--- config.mk ---
export PLATFORM = sky130hd
export DESIGN_NAME = hist_eq_param_ctrl
export DESIGN_NICKNAME = d
export VERILOG_FILES = /design/src/rtl/hist_eq_param_ctrl.sv
export SDC_FILE = /design/constraint.sdc
export NUM_CORES = 1
export LEC_CHECK = 0
export ABC_AREA = 0
export BUFFER_PORTS_ARGS = -buffer_cell sky130_fd_sc_hd__buf_2
export CAP_MARGIN = 30
export CORE_MARGIN = 2
export CORE_UTILIZATION = 58
export CTS_CLUSTER_DIAMETER = 80
export DETAILED_ROUTE_END_ITERATION = 6
export PLACE_DENSITY = 0.92
export SYNTH_ARGS = -nofsm -noshare
export SYNTH_HDL_FRONTEND = slang
export SYNTH_SLANG_ARGS = --single-unit
--- constraint.sdc ---
create_clock -name i_sys_clk -period 6.6 [get_ports i_sys_clk]
set_input_delay 0.33 -clock i_sys_clk [delete_from_list [all_inputs] [get_ports i_sys_clk]]
set_output_delay 0.33 -clock i_sys_clk [all_outputs]
set_load 0.01 [all_outputs]
--- src/rtl/hist_eq_param_ctrl.sv ---
// Staged histogram-equalizer parameters, committed to the active set only at frame boundaries.
// Optional start-of-frame counter enabled by defining HIST_EQ_CTRL_FRAME_CNT_EN.
module hist_eq_param_ctrl #(
   parameter int DATA_WIDTH   = 8,
   parameter int DEF_UPPER    = 717,
   parameter int DEF_LOWER    = 205,
   parameter int DEF_THRESH   = 128,
   parameter int IDLE_TIMEOUT = 1024
) (
   input  logic                  i_sys_clk,
   input  logic                  i_sys_areset,
   input  logic                  cfg_wr_en,
   input  logic [1:0]            cfg_wr_addr,
   input  logic [15:0]           cfg_wr_data,
   output logic                  cfg_wr_ack,
   input  logic                  mon_tvalid,
   input  logic                  mon_tuser,
   input  logic                  mon_tready,
   output logic [DATA_WIDTH-1:0] contrast_threshold_param,
   output logic [9:0]            upper_bound_param,
   output logic [9:0]            lower_bound_param,
   output logic                  thresholding_en,
   output logic                  commit_done,
   output logic                  cfg_error,
   output logic [1:0]            ctrl_state,
   output logic [15:0]           frame_cnt
);

   typedef enum logic [1:0] {IDLE = 2'd0, ACTIVE = 2'd1, PENDING = 2'd2} state_t;

   typedef struct packed {
      logic [DATA_WIDTH-1:0] thresh;
      logic [9:0]            upper;
      logic [9:0]            lower;
      logic                  en;
   } param_t;

   localparam param_t DEF_SET = '{thresh: DATA_WIDTH'(DEF_THRESH), upper: 10'(DEF_UPPER),
                                  lower: 10'(DEF_LOWER), en: 1'b0};
   localparam int TO_W = $clog2(IDLE_TIMEOUT + 1);
   localparam logic [TO_W-1:0] TO_MAX  = TO_W'(IDLE_TIMEOUT);
   localparam logic [TO_W-1:0] TO_LAST = TO_W'(IDLE_TIMEOUT - 1);

   state_t          state, state_nxt;
   param_t          stg, act, load_set;
   logic [TO_W-1:0] idle_cnt;
   logic            sof, wr_ctrl, commit_req, stg_valid, timeout_hit, load, reject;

   assign sof         = mon_tvalid & mon_tready & mon_tuser;
   assign wr_ctrl     = cfg_wr_en && (cfg_wr_addr == 2'd3);
   assign commit_req  = wr_ctrl && cfg_wr_data[1];
   assign stg_valid   = stg.lower < stg.upper;
   // The idle cycle that brings the run length to IDLE_TIMEOUT is the one that fires.
   assign timeout_hit = !mon_tvalid && (idle_cnt >= TO_LAST);

   always_ff @(posedge i_sys_clk or posedge i_sys_areset) begin
      if (i_sys_areset) state <= IDLE;
      else              state <= state_nxt;
   end

   always_comb begin
      state_nxt = state;
      load      = 1'b0;
      reject    = 1'b0;
      load_set  = stg;
      case (state)
         IDLE: begin
            // No frame in flight: commit immediately, with the enable bit from this same write.
            if (commit_req) begin
               if (stg_valid) begin
                  load        = 1'b1;
                  load_set.en = cfg_wr_data[0];
               end else begin
                  reject = 1'b1;
               end
            end
            if (sof) state_nxt = ACTIVE;
         end
         ACTIVE: begin
            if (commit_req) begin
               if (stg_valid) state_nxt = PENDING;
               else           reject    = 1'b1;
            end
         end
         PENDING: begin
            // Staging may have changed while waiting, so the set is re-checked when it lands.
            if (sof || timeout_hit) begin
               if (stg_valid) load   = 1'b1;
               else           reject = 1'b1;
               state_nxt = ACTIVE;
            end
         end
         default: state_nxt = IDLE;
      endcase
   end

   always_ff @(posedge i_sys_clk or posedge i_sys_areset) begin
      if (i_sys_areset) begin
         stg         <= DEF_SET;
         act         <= DEF_SET;
         idle_cnt    <= '0;
         cfg_wr_ack  <= 1'b0;
         commit_done <= 1'b0;
         cfg_error   <= 1'b0;
      end else begin
         cfg_wr_ack  <= cfg_wr_en;
         commit_done <= load;
         if (load) act <= load_set;
         if (cfg_wr_en) begin
            case (cfg_wr_addr)
               2'd0: stg.thresh <= cfg_wr_data[DATA_WIDTH-1:0];
               2'd1: stg.upper  <= cfg_wr_data[9:0];
               2'd2: stg.lower  <= cfg_wr_data[9:0];
               2'd3: stg.en     <= cfg_wr_data[0];
               default: ;
            endcase
         end
         if (reject)                       cfg_error <= 1'b1;
         else if (wr_ctrl && cfg_wr_data[2]) cfg_error <= 1'b0;
         if (mon_tvalid)            idle_cnt <= '0;
         else if (idle_cnt < TO_MAX) idle_cnt <= idle_cnt + 1'b1;
      end
   end

   assign contrast_threshold_param = act.thresh;
   assign upper_bound_param        = act.upper;
   assign lower_bound_param        = act.lower;
   assign thresholding_en          = act.en;
   assign ctrl_state               = state;

`ifdef HIST_EQ_CTRL_FRAME_CNT_EN
   logic [15:0] frame_cnt_q;
   logic        unused_data;

   always_ff @(posedge i_sys_clk or posedge i_sys_areset) begin
      if (i_sys_areset)                    frame_cnt_q <= '0;
      else if (wr_ctrl && cfg_wr_data[3])  frame_cnt_q <= '0;
      else if (sof)                        frame_cnt_q <= frame_cnt_q + 16'd1;
   end

   assign frame_cnt   = frame_cnt_q;
   assign unused_data = ^cfg_wr_data[15:10];
`else
   logic unused_data;

   assign frame_cnt   = '0;
   assign unused_data = ^{cfg_wr_data[15:10], cfg_wr_data[3]};
`endif

endmodule

### After elaboration in Yosys (flattened, before gate mapping)

Cells that the tools add are included.
W data, S select, Z words.

| word-level totals | value |
|---|---|
| register bits after elaboration | 74 |
| bits in latches | 0 |
| RAM bits | 0 |
| ROM bits | 0 |
| bits of input ports | 24 |
| output and inout bits | 50 |
| word-level logic and storage cells | 64 |
| memories | 0 |

| cells by class | value |
|---|---|
| $add $sub $neg | 1 |
| $mul | 0 |
| div/mod/pow operators | 0 |
| $lt $le $gt $ge | 3 |
| equality and inequality tests | 9 |
| shift-type cells | 0 |
| mux-type cells | 20 |
| bitwise gates (word level) | 2 |
| reductions and logical operators | 16 |

Operators with widths:

| operator | count |
|---|---|
| $mux W11 | 2 |
| $add A11 B1 Y11 const B | 1 |
| $ge A11 B10 Y1 const B | 1 |
| $lt A11 B11 Y1 const B | 1 |
| $mux W1 | 11 |
| $lt A10 B10 Y1 | 1 |
| $mux W2 | 4 |
| $ne A2 B2 Y1 const B | 4 |
| $reduce_and A2 Y1 | 4 |
| $eq A2 B2 Y1 const B | 3 |
| $pmux W2 S3 | 1 |
| $eq A2 B1 Y1 const B | 2 |
| $logic_and A1 B1 Y1 | 4 |
| $logic_not A2 Y1 | 2 |
| $pmux W1 S2 | 2 |
| $reduce_and A4 Y1 | 1 |
| $reduce_bool A2 Y1 | 2 |
| $and A1 B1 Y1 | 2 |
| $reduce_or A2 Y1 | 1 |
| $logic_not A1 Y1 | 1 |
| $logic_or A1 B1 Y1 | 1 |

### Depth between registers and ports, before layout

| logic depth | value |
|---|---|
| word-level depth | 6 |
| gate-level depth with buffers | 8 |
| gate-level depth less buffers | 7 |

### Least setup slack after synthesis

Ideal clock, no wire load.

| timing path | value |
|---|---|
| path type | register -> register |
| start point | register stg (netlist bit load_set[18]) |
| end point | register act (netlist bit contrast_threshold_param[0]) |
| library setup time | 0.125 ns |
| arrival time | 2.181 ns |
| required time | 6.475 ns |
| setup slack | 4.294 ns |
| stages on the path, launching flop included | 9 |
| path buffers | 1 |
| period minus slack after synthesis | 2.306 ns |
| cells stage by stage | dfstp_2 -> inv_1 -> ha_1 -> a211o_1 -> a21oi_1 -> o31ai_1 -> nor4b_4 -> buf_6 -> mux2_4 |

| between the ends | value |
|---|---|
| longest elaborated chain between the ends | 4 |
| elaborated cells between the ends (all ways) | 5 |
| classes of those cells | 1 x order compare; 4 x mux |

RTL lines:

| item | RTL line | text |
|---|---|---|
| start: declaration | 45 | `param_t stg, act, load_set;` |
| $lt A10 B10 Y1 * | 52 | `assign stg_valid = stg.lower < stg.upper;` |
| $mux W1 * | 70, 88 |  |
| $mux W1 (on tied branches) | 87, 69 |  |
| $pmux W1 S2 * | 66 | `case (state)` |
| end signal: assignment | 108 | `if (load) act <= load_set;` |
| end: declaration | 45 |  |

Mark *: on every way between the ends. The rest lies on a longest branch, timed or not.
A chain may end at the register's enable or synchronous reset.

### Final worst setup path

| timing path | value |
|---|---|
| start point | register stg (netlist bit load_set[18]) |
| end point | register act (netlist bit lower_bound_param[4]) |

Same word-level chain as after synthesis.

==> results.md <==
* Cell depth of the worst hold path at 1
* Via count at 2039
* CTS HTree Levels at 3
* Synth Instances at 250
* Uppermost layer routed: met4
* Post-Route Skew at 0.0100 ns
* Most frequent cells in the layout: 51 x buf_2, 50 x dfrtp_1, 30 x mux2_2, 29 x mux2_4, 24 x dfstp_2
* Total GRT Usage at 0.206
* Total Nets Final at 342
* I/O pin count at 74
* Slew headroom at 0.404
* Drt total wl at 6230 um
* Critical path, cell by cell: inv_1, ha_1, a211o_1, a21oi_1, o31ai_1, nor4b_4, buf_6, buf_4, mux2_4
* PnR Total Power at 1500 uW
* Setup TNS at 0 ns
* Port bufs at 51
* Setup Buffers After CTS at 0
* Crit path DAT at 3.07 ns
* Synth top area share at 0.360
* RR Startpoint: load_set[18]
* CTS tree: yes
* Hpwl dp at 4310 um
* Clock buffer depth at 2
* Pwr/cell area at 382 nW/um^2
* Worst-Skew Late Latency at 0.34 ns
* Post-CTS sizing at 0
* Xor and xnor fraction of the mapped netlist area at 0.0202
* Synth Area in Compound Gates at 0.0436
* Simple-Gate Fraction of Synth Area at 0.0720
* Slowest cell delay on critical path at 0.55 ns
* Buffers & Inverters on Critical Path at 3
* Min-delay worst type: input port to register
* Warnings from Yosys at 0
* Commonest non-fill, non-tap cell in the layout: buf_2
* DIE WIDTH at 81.4 um
* LEAKAGE at 0.00187 uW
* WL met1 at 2750 um
* ANT nets after route at 0
* Routed wl met2 at 3120 um
* GP Congestion at 0.758
* Layout area overhead at 13.1%
* Antenna cells at 0
* Worst slew pin tran at 0.894 ns
* RSZ-0062 raised after global routing: false
* Main combinational cell family by area after synthesis: multiplexers
* Status: finished, final reports clean
* Critical-path maximum fanout at 18
* Remaining DRCs at 0
* Wire per inst at 16.0 um
* Reg2reg setup slack at 3.75 ns
* Avg Cell Area, Syn at 13.9 sq um
* Final Hold Fails at 0
* Max Cap Viol at 0
* Via/cell ratio at 5.26
* First-pass GRT wire length at 10100 um
* Mapped Area at 3480 sq um
* Primary FF master, synth: dfrtp_1
* Distinct cells, synth at 41
* Die Height at 81.4 um
* Hold endpoint: cfg_wr_ack
* Initial detailed-routing violation count at 72
* Routed length on met3 at 285 um
* WS Path Type: register to register
* Gr ovfl total at 0
* Row count at 28
* R2r endpoint: lower_bound_param[4]
* Register area share after synthesis at 0.541
* Top post-synthesis cells by area: dfrtp_1 36%, dfstp_2 18%, mux2_4 13%
* Root Buffer: clkbuf_8
* EDFF count, synth at 0
* Tcrit/Tclk final at 0.431
* Slowest-stage cell, CP: dfstp_2
* Core area at 5850 sq um
* Mux contribution to synthesized area at 0.225
* Peak VDD IR at 0.000229 V
* Largest net degree at the start of global routing at 75
* Layout cells sized above 1 at 0.508
* Hold path start: cfg_wr_en
* Die area at 6630 sq um
* Max Fclk at 351 MHz
* Post-synth ARST share at 1.00
* Crit end category: register
* Cts bufs inserted at 9
* Cell taking the most area after synthesis: dfrtp_1
* CTS clock-pin slew for the worst setup and hold paths at 0.07 ns
* Synth Area in Adders at 0.0360
* Top Family by Delay on Critical Path: buffers and inverters
* Register bit total from synthesis at 74
* CTS sink cnt at 74
* CP required at 6.82 ns
* Slew Viols, Final at 0
* Initial core utilization at 0.594
* Post-route minimum period at 2.85 ns
* Initial antenna violation count at 0
* DR pass1 iterations at 4
* Startpoint types: register
* Number of global-route vias before repair at 2124
* Cts hold-fix bufs at 0
* # setup viols final at 0
* FF-to-FF path depth at 9
[registers in the layout (all words and copies together), names as in the netlist]
name / cells
cfg_wr_ack: 1
cfg_error: 1
ctrl_state: 2
load_set: 28
contrast_threshold_param: 8
thresholding_en: 1
commit_done: 1
upper_bound_param: 10
stg: 1
lower_bound_param: 10
idle_cnt: 11
[worst max path at each step]
stage                                  end  depth (start not counted)         start  slack [ns]
2_1_floorplan  contrast_threshold_param[0]                          8  load_set[18]        4.29
3_3_place_gp          upper_bound_param[1]                          8  load_set[18]        3.30
3_5_place_dp          upper_bound_param[5]                          9  load_set[18]        3.74
4_1_cts               lower_bound_param[4]                          9  load_set[18]        3.69
5_1_grt               lower_bound_param[4]                          9  load_set[18]        3.59
6_report              lower_bound_param[4]                          9  load_set[18]        3.75
[per-stage QoR]
stage	instance area, sq um	hold slack (ns)	std cells	worst slack, ns	util
after CTS	3930	0.128	388	3.69	0.672
after detailed placement	3740	0.493	372	3.74	0.640
after floorplan	3530	0.361	265	4.29	-
final	3930	0.148	388	3.75	0.672
after global placement	3730	0.484	371	3.30	0.638
after global routing	3930	0.136	388	3.59	0.672
[synth_stat cells (2+ instances only)]
| master | instances |
|---|---|
| xor2_1 | 6 |
| xnor2_1 | 2 |
| buf_6 | 3 |
| o31ai_1 | 3 |
| a21oi_1 | 8 |
| mux2_2 | 30 |
| nand3_1 | 4 |
| clkbuf_1 | 3 |
| nand3b_1 | 2 |
| mux2_4 | 29 |
| inv_1 | 12 |
| nand2b_1 | 2 |
| nor2_1 | 14 |
| dfstp_2 | 24 |
| ha_1 | 10 |
| nand2_1 | 7 |
| dfrtp_1 | 50 |
| nand4_1 | 3 |
| buf_4 | 16 |
[routing by layer]
layer / up-vias / track usage
li1: 953 / -
met1: 1025 / 0.261
met2: 52 / 0.343
met3: 9 / 0.0604
met4: 0 / 0.0644
met5: - / 0
[power breakdown]
| group | total [uW] | internal [uW] | switching (uW) |
|---|---|---|---|
| registers | 715 | 625 | 90.3 |
| clock network | 342 | 184 | 158 |
| logic | 445 | 256 | 189 |
[area by class of cell]
| type | instances | area (sq um) |
|---|---|---|
| inverters | 12 | 45.0 |
| flip-flops and latches | 74 | 1880 |
| well taps | 75 | 93.8 |
| clock inverters | 3 | 40.0 |
| repair buffers | 54 | 282 |
| fillers | 427 | 1920 |
| clock buffers | 13 | 149 |
| multi-input cells | 157 | 1440 |
[cell families (layout without fill, tap and decap cells)]
| family | Yosys count | after routing |
|---|---|---|
| AND/OR/NAND/NOR | 43 | 43 |
| flip-flops | 74 | 74 |
| adder cells (fa/ha/maj) | 10 | 10 |
| buffers and inverters | 34 | 82 |
| AO/OA/AOI/OAI | 20 | 20 |
| multiplexers | 60 | 60 |
| other | 1 | 16 |
| XOR/XNOR | 8 | 8 |
[worst reg2reg max path, cell delays in order (launching register included)]
cell and delay (ns):
dfstp_2 0.55, inv_1 0.05, ha_1 0.28, a211o_1 0.26, a21oi_1 0.15, o31ai_1 0.16, nor4b_4 0.34, buf_6 0.24
buf_4 0.36, mux2_4 0.35
(Power assumes the default switching activity.)
